File: config.mk
export PLATFORM = sky130hd
export DESIGN_NAME = exec_issue_sched
export DESIGN_NICKNAME = d
export VERILOG_FILES = /design/src/rtl/exec_issue_sched.sv
export SDC_FILE = /design/constraint.sdc
export NUM_CORES = 1
export LEC_CHECK = 0
export ABC_AREA = 1
export BUFFER_PORTS_ARGS = -buffer_cell sky130_fd_sc_hd__buf_2
export CAP_MARGIN = 20
export CORE_ASPECT_RATIO = 0.6
export CORE_UTILIZATION = 50
export CTS_BUF_LIST = sky130_fd_sc_hd__clkbuf_2 sky130_fd_sc_hd__clkbuf_4 sky130_fd_sc_hd__clkbuf_8
export CTS_CLUSTER_SIZE = 20
export DETAILED_ROUTE_END_ITERATION = 8
export PLACE_DENSITY = 0.81
export SLEW_MARGIN = 20
export SYNTH_ARGS = -nofsm -noshare
export SYNTH_HDL_FRONTEND = slang
export SYNTH_SLANG_ARGS = --single-unit
File: constraint.sdc
create_clock -name clk1 -period 5.6 [get_ports clk1]
set_clock_uncertainty 0.05 [all_clocks]
set_input_delay 1.12 -clock clk1 [delete_from_list [all_inputs] [get_ports clk1]]
set_output_delay 1.12 -clock clk1 [all_outputs]
set_load 0.1 [all_outputs]
File: src/rtl/exec_issue_sched.sv
// Issue scheduler: picks one ready add/sub or mul/div RS entry per cycle, tracks the
// non-pipelined multiplier and books result-bus slots so completions never collide.
module exec_issue_sched #(
  parameter int N_ADD   = 3,
  parameter int N_MUL   = 3,
  parameter int IDX_W   = 2,
  parameter int ADD_LAT = 1,
  parameter int MUL_LAT = 4
) (
  input  logic             clk1,
  input  logic             rst,
  input  logic [N_ADD-1:0] add_ready,
  input  logic [N_MUL-1:0] mul_ready,
  input  logic             flush,
  output logic [N_ADD-1:0] add_grant,
  output logic [N_MUL-1:0] mul_grant,
  output logic             exec_valid,
  output logic             exec_is_mul,
  output logic [IDX_W-1:0] exec_idx,
  output logic             mul_busy,
  output logic             wb_valid,
  output logic             wb_is_mul
);

  localparam int MAXN = (N_ADD > N_MUL) ? N_ADD : N_MUL;
  localparam logic [MUL_LAT:1] ADD_SLOT = MUL_LAT'(1) << (ADD_LAT - 1);
  localparam logic [MUL_LAT:1] MUL_SLOT = MUL_LAT'(1) << (MUL_LAT - 1);

  logic [MUL_LAT:1] r_resv;
  logic [MUL_LAT:1] r_resv_mul;
  logic [3:0]       r_mul_cnt;
  logic [IDX_W-1:0] r_add_ptr;
  logic [IDX_W-1:0] r_mul_ptr;
  logic             r_pri_mul;
  logic             r_mul_busy;
  logic             r_wb_valid;
  logic             r_wb_is_mul;

  logic [IDX_W:0]   w_add_pick;
  logic [IDX_W:0]   w_mul_pick;
  logic             w_add_legal;
  logic             w_mul_legal;
  logic             w_sel_mul;
  logic             w_issue_add;
  logic             w_issue_mul;
  logic             w_contest;
  logic [MUL_LAT:1] w_book;
  logic [MUL_LAT:1] w_book_mul;
  logic [3:0]       w_cnt_nxt;
  logic [IDX_W-1:0] w_add_ptr_nxt;
  logic [IDX_W-1:0] w_mul_ptr_nxt;

  // Round-robin search from ptr, wrapping at n-1; returns {found, index}.
  function automatic logic [IDX_W:0] rr_pick(input logic [MAXN-1:0] ready, input int n,
                                             input logic [IDX_W-1:0] ptr);
    logic             found;
    logic [IDX_W-1:0] idx;
    int               j;
    found = 1'b0;
    idx   = '0;
    for (int i = 0; i < MAXN; i++) begin
      j = int'(ptr) + i;
      if (j >= n) j = j - n;
      else        j = j;
      if ((i < n) && !found && ready[j]) begin
        found = 1'b1;
        idx   = j[IDX_W-1:0];
      end else begin
        found = found;
      end
    end
    return {found, idx};
  endfunction

  // Class legality, arbitration and booking of the issued op's writeback slot.
  always_comb begin
    w_add_pick  = rr_pick(MAXN'(add_ready), N_ADD, r_add_ptr);
    w_mul_pick  = rr_pick(MAXN'(mul_ready), N_MUL, r_mul_ptr);
    w_add_legal = 1'b0;
    w_mul_legal = 1'b0;
    w_sel_mul   = 1'b0;
    if (!rst && !flush) begin
      w_add_legal = (|add_ready) && !r_resv[ADD_LAT];
      w_mul_legal = (|mul_ready) && (r_mul_cnt == 4'd0) && !r_resv[MUL_LAT];
    end else begin
      w_add_legal = 1'b0;
      w_mul_legal = 1'b0;
    end
    if (w_add_legal && w_mul_legal) w_sel_mul = r_pri_mul;
    else                            w_sel_mul = w_mul_legal;
    w_contest   = w_add_legal && w_mul_legal;
    w_issue_add = w_add_legal && !w_sel_mul;
    w_issue_mul = w_mul_legal && w_sel_mul;
    w_book      = r_resv | (w_issue_add ? ADD_SLOT : '0) | (w_issue_mul ? MUL_SLOT : '0);
    w_book_mul  = r_resv_mul | (w_issue_mul ? MUL_SLOT : '0);
    if (w_issue_mul)             w_cnt_nxt = 4'(MUL_LAT - 1);
    else if (r_mul_cnt != 4'd0)  w_cnt_nxt = r_mul_cnt - 4'd1;
    else                         w_cnt_nxt = r_mul_cnt;
  end

  // Grant vectors, exec bus descriptor and next round-robin pointers.
  always_comb begin
    add_grant     = '0;
    mul_grant     = '0;
    exec_idx      = '0;
    w_add_ptr_nxt = r_add_ptr;
    w_mul_ptr_nxt = r_mul_ptr;
    if (w_issue_add) begin
      add_grant[w_add_pick[IDX_W-1:0]] = 1'b1;
      exec_idx = w_add_pick[IDX_W-1:0];
      if (w_add_pick[IDX_W-1:0] == IDX_W'(N_ADD - 1)) w_add_ptr_nxt = '0;
      else w_add_ptr_nxt = w_add_pick[IDX_W-1:0] + IDX_W'(1);
    end else if (w_issue_mul) begin
      mul_grant[w_mul_pick[IDX_W-1:0]] = 1'b1;
      exec_idx = w_mul_pick[IDX_W-1:0];
      if (w_mul_pick[IDX_W-1:0] == IDX_W'(N_MUL - 1)) w_mul_ptr_nxt = '0;
      else w_mul_ptr_nxt = w_mul_pick[IDX_W-1:0] + IDX_W'(1);
    end else begin
      exec_idx = '0;
    end
    exec_valid  = w_issue_add || w_issue_mul;
    exec_is_mul = w_issue_mul;
  end

  // Scheduler state; flush squashes bookings but keeps the round-robin pointers.
  always_ff @(posedge clk1 or posedge rst) begin
    if (rst) begin
      r_resv      <= '0;
      r_resv_mul  <= '0;
      r_mul_cnt   <= 4'd0;
      r_mul_busy  <= 1'b0;
      r_add_ptr   <= '0;
      r_mul_ptr   <= '0;
      r_pri_mul   <= 1'b1;
      r_wb_valid  <= 1'b0;
      r_wb_is_mul <= 1'b0;
    end else if (flush) begin
      r_resv      <= '0;
      r_resv_mul  <= '0;
      r_mul_cnt   <= 4'd0;
      r_mul_busy  <= 1'b0;
      r_pri_mul   <= 1'b1;
      r_wb_valid  <= 1'b0;
      r_wb_is_mul <= 1'b0;
    end else begin
      r_resv      <= {1'b0, w_book[MUL_LAT:2]};
      r_resv_mul  <= {1'b0, w_book_mul[MUL_LAT:2]};
      r_wb_valid  <= w_book[1];
      r_wb_is_mul <= w_book_mul[1];
      r_mul_cnt   <= w_cnt_nxt;
      r_mul_busy  <= (w_cnt_nxt != 4'd0);
      r_add_ptr   <= w_add_ptr_nxt;
      r_mul_ptr   <= w_mul_ptr_nxt;
      r_pri_mul   <= w_contest ? !r_pri_mul : r_pri_mul;
    end
  end

  assign mul_busy  = r_mul_busy;
  assign wb_valid  = r_wb_valid;
  assign wb_is_mul = r_wb_is_mul;

endmodule

After elaboration in Yosys (flattened, before gate mapping)
Index checks and enable logic that the tools add are counted.

word-level totals
  bits in registers = 20
  input port bits = 9
  output and inout port bits = 13
  logic and storage cells = 137

operators by class
  add/sub/neg operators = 13
  magnitude comparators = 16
  equality and inequality tests = 2
  mux-type cells = 60
  bitwise logic cells = 5
  reductions and logical operators = 32

operators with widths
  cell                                                                   number
  32-bit by 4-bit < comparator with 1-bit output, second input constant  6
  32-bit two-way mux                                                     6
  1-bit two-way mux                                                      27
  2-bit two-way mux                                                      10
  4-bit two-way mux                                                      4
  3-bit by 2-bit subtractor with 4-bit output, second input constant     4
  3-bit two-way mux                                                      5
  1-bit logical AND                                                      13
  1-bit binary-select mux with 2-bit select                              6
  3-bit by 2-bit >= comparator with 1-bit output, second input constant  4
  1-bit logical NOT                                                      10
  4-bit OR                                                               2
  4-bit nonzero test                                                     2
  2-bit by 1-bit adder with 3-bit output, second input constant          2
  2-bit by 2-bit adder with 3-bit output, second input constant          2
  2-bit by 3-bit < comparator with 1-bit output, second input constant   2
  3-bit OR reduction                                                     2
  2-bit by 2-bit subtractor with 3-bit output, second input constant     2
  2-bit by 1-bit adder with 2-bit output, second input constant          2
  1-bit demux with 2-bit select                                          2
  2-bit == test, second input constant                                   2
  2-bit by 1-bit >= comparator with 1-bit output, second input constant  2
  2-bit >= comparator, second input constant                             2
  4-bit logical NOT                                                      1
  7 further kinds                                                        8

Longest topological paths before layout
Gate-level depths: netlist of run 1.

  depth after elaboration = 18
  depth in mapped cells = 12
  depth with buffers taken out = 12

Least setup slack after synthesis of run 1
OpenSTA, ideal clock, no wires.

  path kind = input -> output
  start = input flush
  end = output exec_idx[1]
  arrival = 3882 ps
  required time = 4430 ps
  setup slack = 548 ps
  stages = 6
  buffers on the path = 1
  cell sequence = buf_6 > nor2_8 > nand3_4 > o21ai_4 > nand2_4 > o21ai_0

between the ends
  cells in the longest elaborated chain, start to end = 8
  elaborated cells on any way between the ends = 11
  classes of those cells = mux (5); reduce/logical (6)

RTL lines
  what                                                    line     text
  start: declaration                                      14       input logic flush,
  1-bit logical NOT *                                     82       if (!rst && !flush) begin
  1-bit logical AND *                                     82
  1-bit two-way mux                                       82
  1-bit logical AND                                       89       if (w_add_legal && w_mul_legal) w_sel_mul = r_pri_mul;
  1-bit two-way mux                                       89
  1-bit logical AND or 1-bit logical NOT (tied branches)  93, 92
  2-bit two-way mux or 1-bit logical AND (tied branches)  113, 92
  2-bit two-way mux *                                     108      if (w_issue_add) begin
  end: declaration                                        19       output logic [IDX_W-1:0] exec_idx,

Every way passes the cells marked *; elsewhere a longest branch is shown, timed or not.

Worst setup path in the final report of run 1
  start = input mul_ready[2]
  end = output exec_idx[0]

between the ends
  cells in the longest elaborated chain, start to end = 12
  elaborated cells on any way between the ends = 29
  classes of those cells = mux (18); reduce/logical (11)

RTL lines
  what                                                  line  text
  start: declaration                                    13    input logic [N_MUL-1:0] mul_ready,
  1-bit binary-select mux with 2-bit select             65    if ((i < n) && !found && ready[j]) begin
  1-bit two-way mux (not written as such) (2 in a row)  65
  1-bit two-way mux                                     65
  1-bit logical NOT                                     65
  1-bit logical AND                                     65
  1-bit two-way mux                                     65
  1-bit logical NOT                                     65
  1-bit logical AND                                     65
  2-bit two-way mux                                     65
  2-bit two-way mux                                     113   end else if (w_issue_mul) begin
  2-bit two-way mux *                                   108

Every way passes the cells marked *; elsewhere a longest branch is shown, timed or not. The select of a mux whose other input is x is not followed.

==> results.tsv, run 1 <==
stage	metric	value	unit
pwr	Seq pwr share	0.197	
status	outcome	complete, no violations	
floorplan	area of the die	2600	sq um
global_routing	Global Route Usage Sum	0.221	
floorplan	core area	2210	sq um
logic_synthesis	Seq/Total Area, Yosys	0.315	
min_path	Worst Hold Class	flop to flop	
critical_path	CP Cell Sequence	buf_2, nor3_1, nor2_4, o21ai_4, nand2_4, inv_4, o21ai_2, nand2_1, buf_2	
timing	RSZ-0062 raised after global routing	false	
critical_path	crit end category	output pin	
critical_path	worst path arrival time	2.57	ns
clocking	Clock Path Buffers	2	
route	Total Wirelength	2490	um
logic_synthesis	Post-Synthesis Cells	176	
cells_and_area	P&R area growth vs syn	14.9	%
route	vias per inst	4.97	
logic_synthesis	Top FF cell, synth	dfrtp_1	
timing	Fin Setup TNS	0	ns
logic_synthesis	Post-synth ARST share	1.00	
timing	Slew @ Worst Pin	0.558	ns
placement	dpl hpwl	1990	um
clocking	clk_lat worst skew	0.25	ns
pwr	Logic pwr share	0.693	
clocking	CTS tree	yes	
logic_synthesis	post-synth net total	192	
run	Max-Cap Viols	0	
floorplan	Initial Util	0.541	
floorplan	number of I/O pins	22	
pwr	sw frac	0.586	
critical_path	Critical Path Start Type	primary input	
pwr	leakage power	0.843	nW
critical_path	worst reg2reg endpoint	r_mul_ptr[1]	
floorplan	die height	39.9	um
route	Antenna Nets Post-Route	0	
critical_path	CP Buf/Inv Count	3	
global_routing	initial antenna violation count	0	
logic_synthesis	post-synthesis register bit count	15	
logic_synthesis	Netlist cell types	22	
route	drt wl/cell	10.8	um
critical_path	Worst path top cell family by delay	simple AND/OR/NAND/NOR gates	
logic_synthesis	most frequent cell after synthesis	nand2_1	
logic_synthesis	warning count from the yosys run	0	
min_path	WHS Path Cells	2	
critical_path	Required @ worst endpoint	4.43	ns
timing	final hold vios	0	
clocking	Post-CTS Hold Fix Bufs	0	
cells_and_area	layout cells sized above 1	0.205	
route	Pre-antenna DRT Iters	4	
critical_path	most used cell along the critical path	buf_2	
cells_and_area	nets@finish	217	
critical_path	Worst R2R Start	r_mul_ptr[0]	
pwr	internal power	0.343	mW
placement	Final GP Congestion	0.838	
clocking	CTS sink count	15	
logic_synthesis	Syn Area/Cell	6.80	sq um
clocking	postcts setup bufs	0	
clocking	root buffer cell	clkbuf_8	
pwr	worst vdd ir	0.000282	V
timing	Slew Viols, Final	0	
critical_path	flop2flop setup slack	3.75	ns
timing	Final Setup Violations	0	
route	Starting DRT DRC Count	114	
floorplan	Rows	13	
route	DRC	0	
global_routing	largest net degree at the start of global routing	16	
timing	Slew Limit Headroom	0.628	
critical_path	max incr delay on CP	0.41	ns
logic_synthesis	Synth Cell Area	1200	sq um
global_routing	first-pass GRT wire length	4080	um
clocking	CTS Buf Count	3	
clocking	H-tree Lvls	1	
logic_synthesis	leading area contributor after synthesis	dfrtp_1	
logic_synthesis	Yosys top cell area share	0.293	
critical_path	reg2reg path depth	7	
critical_path	worst-path fanout max	8	
pwr	Psw	0.485	mW
route	DR vias	1144	
cells_and_area	final core occ	0.621	
critical_path	Crit Path Category	primary input to output pin	
global_routing	gr ovfl total	0	
clocking	post-CTS sizing	0	
placement	Port Buffer Count	21	
timing	fmax	0.267	GHz
min_path	Hold Path Sink	r_resv_mul[1]	
timing	fin crit share	0.668	
global_routing	number of global-route vias before repair	957	
timing	minimum clock period	3.74	ns
critical_path	Slowest-stage cell, CP	buf_2	
pwr	clock share of power	0.110	
min_path	HP Start	r_resv_mul[2]	
clocking	Worst-path clk slew	0.06	ns
cells_and_area	diode count	0	
logic_synthesis	Area contributors post-synth	dfrtp_1 (29%), nand2_1 (15%), inv_1 (11%)	
floorplan	die width	65.1	um
logic_synthesis	number of synthesized flops with an enable pin	0	
logic_synthesis	top cells by count, synth	nand2_1 (47), inv_1 (35), nand3_1 (22), nor2_1 (17), dfrtp_1 (14)	
pwr	PD cells	602	nW/um^2
-- registers in the layout, summed over array words and instances (netlist names) --
| name | cells |
|---|---|
| mul_busy | 1 |
| wb_is_mul | 1 |
| r_resv_mul | 3 |
| r_mul_ptr | 2 |
| r_add_ptr | 2 |
| r_mul_cnt | 4 |
| wb_valid | 1 |
| r_pri_mul | 1 |
-- worst register-to-register path, stage by stage, from the launching register on --
cell and delay (ns):
dfrtp_1 0.37, inv_1 0.05, ha_1 0.38, nor2_1 0.08, o21ai_0 0.32, nand4_1 0.21
nand3_2 0.15, o21ai_0 0.10
-- logic make-up after synthesis --
group                    count (synthesis)  share of synthesized area
AND/OR/NAND/NOR                         97                      0.388
buffers and inverters                   40                      0.134
AO/OA/AOI/OAI                           17                     0.0900
adder cells (fa/ha/maj)                  7                     0.0732
flip-flops                              15                      0.315
-- worst max path at each step --
stage | from | end | depth (start not counted) | slack, ns
floorplan | flush | exec_idx[1] | 6 | 0.55
global placement | mul_ready[2] | exec_idx[1] | 7 | 1.90
detailed placement | mul_ready[2] | exec_idx[0] | 9 | 1.86
CTS | mul_ready[2] | exec_idx[0] | 9 | 1.86
global route | mul_ready[2] | exec_idx[0] | 9 | 1.75
finish | mul_ready[2] | exec_idx[0] | 9 | 1.86
-- placed cells by master, fill, tap and decap left out --
cell type  Yosys  final
nand2_1       47     47
inv_1         35     35
nand3_1       22     22
buf_2          0     21
nor2_1        17     17
dfrtp_1       14     14
o21ai_0       11     11
ha_1           7      7
inv_2          3      3
nand3_2        3      3
o21ai_2        3      3
clkbuf_8       0      3
nor3_1         2      2
a21oi_1        2      2
nor2_8         1      1
nand3_4        1      1
nor2_4         1      1
o21ai_4        1      1
nand2_4        1      1
inv_4          1      1
nand3b_1       1      1
nand4_1        1      1
clkinv_2       0      1
dfstp_2        1      1
-- power groups by stage --
stage	Combinational (mW)	Sequential [mW]	Clock [mW]
2_1_floorplan	0.443	0.192	0
3_3_place_gp	0.551	0.164	0
3_5_place_dp	0.566	0.164	0
4_1_cts	0.568	0.162	0.0923
5_1_grt	0.635	0.167	0.0949
6_report	0.574	0.163	0.0910
-- per-stage QoR --
stage	setup WS [ns]	instances	area, sq um	hold WS [ns]	power, mW
2_1_floorplan	0.548	176	1200	0.384	0.635
3_3_place_gp	1.90	226	1330	0.395	0.714
3_5_place_dp	1.86	226	1330	0.397	0.730
4_1_cts	1.86	230	1370	0.410	0.822
5_1_grt	1.75	230	1370	0.430	0.897
6_report	1.86	230	1370	0.413	0.828
-- routing by layer --
metal,vias up,part of all wire,track usage,routed length (um)
met4,0,0.011,0.0815,27
met2,38,0.43,0.370,1080
met5,-,0,0,0
li1,594,-,-,-
met1,508,0.50,0.279,1240
met3,4,0.056,0.0610,140
-- cell type report --
class,instances,area (sq um)
fillers,196,838
multi-input cells,121,659
inverters,39,149
clock buffers,3,41.3
well taps,30,37.5
clock inverters,1,5.00
flip-flops and latches,15,377
repair buffers,21,105
Note: power is estimated with default switching activity, not from simulation.
==> run 2: changes to the inputs <==
==> constraint.sdc (replaced) <==
create_clock -name clk1 -period 3.5 [get_ports clk1]
set_clock_uncertainty 0.05 [all_clocks]
set_input_delay 0.7 -clock clk1 [delete_from_list [all_inputs] [get_ports clk1]]
set_output_delay 0.7 -clock clk1 [all_outputs]
set_load 0.1 [all_outputs]
==> results.tsv, run 2 (same netlist as run 1, synthesis figures left out) <==
stage	metric	value	unit	change
timing	RSZ-0062 raised after global routing	false		unchanged
pwr	internal power	0.548	mW	was 0.343 mW
placement	Final GP Congestion	0.819		was 0.838
cells_and_area	most frequent cells in the layout	nand2_1 (47), inv_1 (35), nand3_1 (22)		unchanged
critical_path	Worst R2R Start	r_add_ptr[0]		was r_mul_ptr[0]
run	Max-Cap Viols	0		unchanged
timing	Slew @ Worst Pin	0.557	ns	was 0.558 ns
pwr	Psw	0.784	mW	was 0.485 mW
timing	final hold vios	0		unchanged
route	Starting DRT DRC Count	77		was 114
cells_and_area	Largest regs	r_mul_cnt x4, r_resv_mul x3		unchanged
critical_path	Setup crit end	add_grant[0]		was exec_idx[0]
route	Total Wirelength	2670	um	was 2490 um
timing	fmax	0.313	GHz	
route	Antenna Nets Post-Route	0		unchanged
cells_and_area	# fillers	204		was 196
clocking	post-CTS sizing	0		unchanged
global_routing	largest net degree at the start of global routing	16		unchanged
cells_and_area	Reg with most FFs	r_mul_cnt		unchanged
floorplan	area of the die	2600	sq um	unchanged
placement	Port Buffer Count	21		unchanged
route	vias per inst	5.07		was 4.97
critical_path	flop2flop setup slack	1.59	ns	was 3.75 ns
critical_path	Critical Path Start Type	flop		was primary input
route	drt wl/cell	11.6	um	was 10.8 um
clocking	Post-CTS Hold Fix Bufs	0		unchanged
critical_path	worst path arrival time	2.45	ns	was 2.57 ns
critical_path	crit end category	output pin		unchanged
placement	Placement Cell Area	1330	sq um	unchanged
critical_path	CP startpoint	r_add_ptr[0]		was mul_ready[2]
timing	Slew Viols, Final	0		unchanged
clocking	CTS tree	yes		unchanged
floorplan	Rows	13		unchanged
pwr	PD cells	969	nW/um^2	was 602 nW/um^2
route	Pre-antenna DRT Iters	4		unchanged
global_routing	number of global-route vias before repair	1059		was 957
cells_and_area	P&R area growth vs syn	14.9	%	unchanged
clocking	Clock Path Buffers	2		unchanged
cells_and_area	Final Cell Area	1370	sq um	unchanged
min_path	Worst Hold Class	flop to flop		unchanged
clocking	root buffer cell	clkbuf_8		unchanged
cells_and_area	nets@finish	217		unchanged
timing	minimum clock period	3.20	ns	
global_routing	gr ovfl total	0		unchanged
critical_path	Required @ worst endpoint	2.75	ns	was 4.43 ns
critical_path	Crit Path Category	flop to output pin		was primary input to output pin
route	DR vias	1166		was 1144
critical_path	reg2reg path depth	11		was 7
cells_and_area	layout cells sized above 1	0.205		unchanged
floorplan	Initial Util	0.541		unchanged
clocking	CTS sink count	15		unchanged
timing	Slew Limit Headroom	0.628		about the same
pwr	leakage power	0.842	nW	was 0.843 nW
critical_path	worst-path fanout max	6		was 8
floorplan	number of I/O pins	22		unchanged
pwr	worst vdd ir	0.000408	V	was 0.000282 V
cells_and_area	commonest non-fill, non-tap cell in the layout	nand2_1		unchanged
cells_and_area	diode count	0		unchanged
timing	fin crit share	0.914		
clocking	Worst-path clk slew	0.06	ns	about the same
floorplan	die width	65.1	um	unchanged
clocking	CTS Buf Count	3		unchanged
pwr	sw frac	0.589		was 0.586
global_routing	initial antenna violation count	0		unchanged
status	outcome	complete, no violations		unchanged
clocking	postcts setup bufs	0		unchanged
pwr	Logic pwr share	0.698		was 0.693
clocking	H-tree Lvls	1		unchanged
cells_and_area	max reg flops	4		unchanged
pwr	clock share of power	0.104		was 0.110
placement	dpl hpwl	2140	um	was 1990 um
timing	Final Setup Violations	0		unchanged
floorplan	die height	39.9	um	unchanged
pwr	PnR Total Power	1.33	mW	was 0.828 mW
global_routing	Global Route Usage Sum	0.231		was 0.221
floorplan	core area	2210	sq um	unchanged
clocking	clk_lat worst skew	0.25	ns	about the same
timing	Fin Setup TNS	0	ns	unchanged
route	DRC	0		unchanged
pwr	Seq pwr share	0.197		about the same
global_routing	first-pass GRT wire length	4440	um	was 4080 um
critical_path	worst reg2reg endpoint	r_add_ptr[0]		was r_mul_ptr[1]
run 2: worst min path at each step:
| stage | from | depth (start not counted) | endpoint | slack, ns |
|---|---|---|---|---|
| 2_1_floorplan | r_resv_mul[2] | 2 | r_resv_mul[1] | 0.38 |
| 3_3_place_gp | r_resv_mul[3] | 2 | r_resv_mul[2] | 0.39 |
| 3_5_place_dp | r_resv_mul[3] | 2 | r_resv_mul[2] | 0.40 |
| 4_1_cts | r_resv_mul[3] | 2 | r_resv_mul[2] | 0.41 |
| 5_1_grt | r_resv_mul[3] | 2 | r_resv_mul[2] | 0.44 |
| 6_report | r_resv_mul[3] | 2 | r_resv_mul[2] | 0.41 |
run 2: stage by stage:
| step | hold WS [ns] | instances | util | setup slack, ns |
|---|---|---|---|---|
| 6_report | 0.409 | 230 | 0.621 | 0.301 |
| 5_1_grt | 0.440 | 230 | 0.621 | 0.0880 |
| 4_1_cts | 0.412 | 230 | 0.621 | 0.317 |
| 3_5_place_dp | 0.397 | 226 | 0.600 | 0.560 |
| 3_3_place_gp | 0.390 | 226 | 0.600 | 0.641 |
| 2_1_floorplan | 0.384 | 176 | - | 0.0482 |
run 2: final cells by class:
type,instances,area [sq um],share of cell area
multi-input combinational,121,659,0.480
sequential,15,377,0.274
inverter,39,149,0.108
timing repair buffer,21,105,0.0765
clock buffer,3,41.3,0.0301
tap,30,37.5,0.0273
clock inverter,1,5.00,0.00364
run 2: worst max-delay path: stages, from the launching register on:
cell     delay, ns
dfrtp_1       0.40
inv_1         0.08
ha_1          0.37
inv_1         0.16
nand2_1       0.07
nand3_1       0.07
nand2_1       0.07
nand3_1       0.08
nand2_1       0.07
nor2_1        0.24
nand3_2       0.12
inv_1         0.06
buf_2         0.41
run 2: power groups by stage:
stage / combinational (mW) / clock (mW) / sequential, mW
2_1_floorplan: 0.710 / 0 / 0.308
3_3_place_gp: 0.879 / 0 / 0.261
3_5_place_dp: 0.913 / 0 / 0.264
4_1_cts: 0.919 / 0.140 / 0.262
5_1_grt: 1.02 / 0.147 / 0.269
6_report: 0.930 / 0.139 / 0.263
run 2: layer usage:
metal | track usage | up-vias | routed length, um
met1 | 0.277 | 541 | 1210
met2 | 0.443 | 34 | 1300
li1 | - | 589 | -
met4 | 0.0326 | 0 | 5
met5 | 0 | - | 0
met3 | 0.0523 | 2 | 150
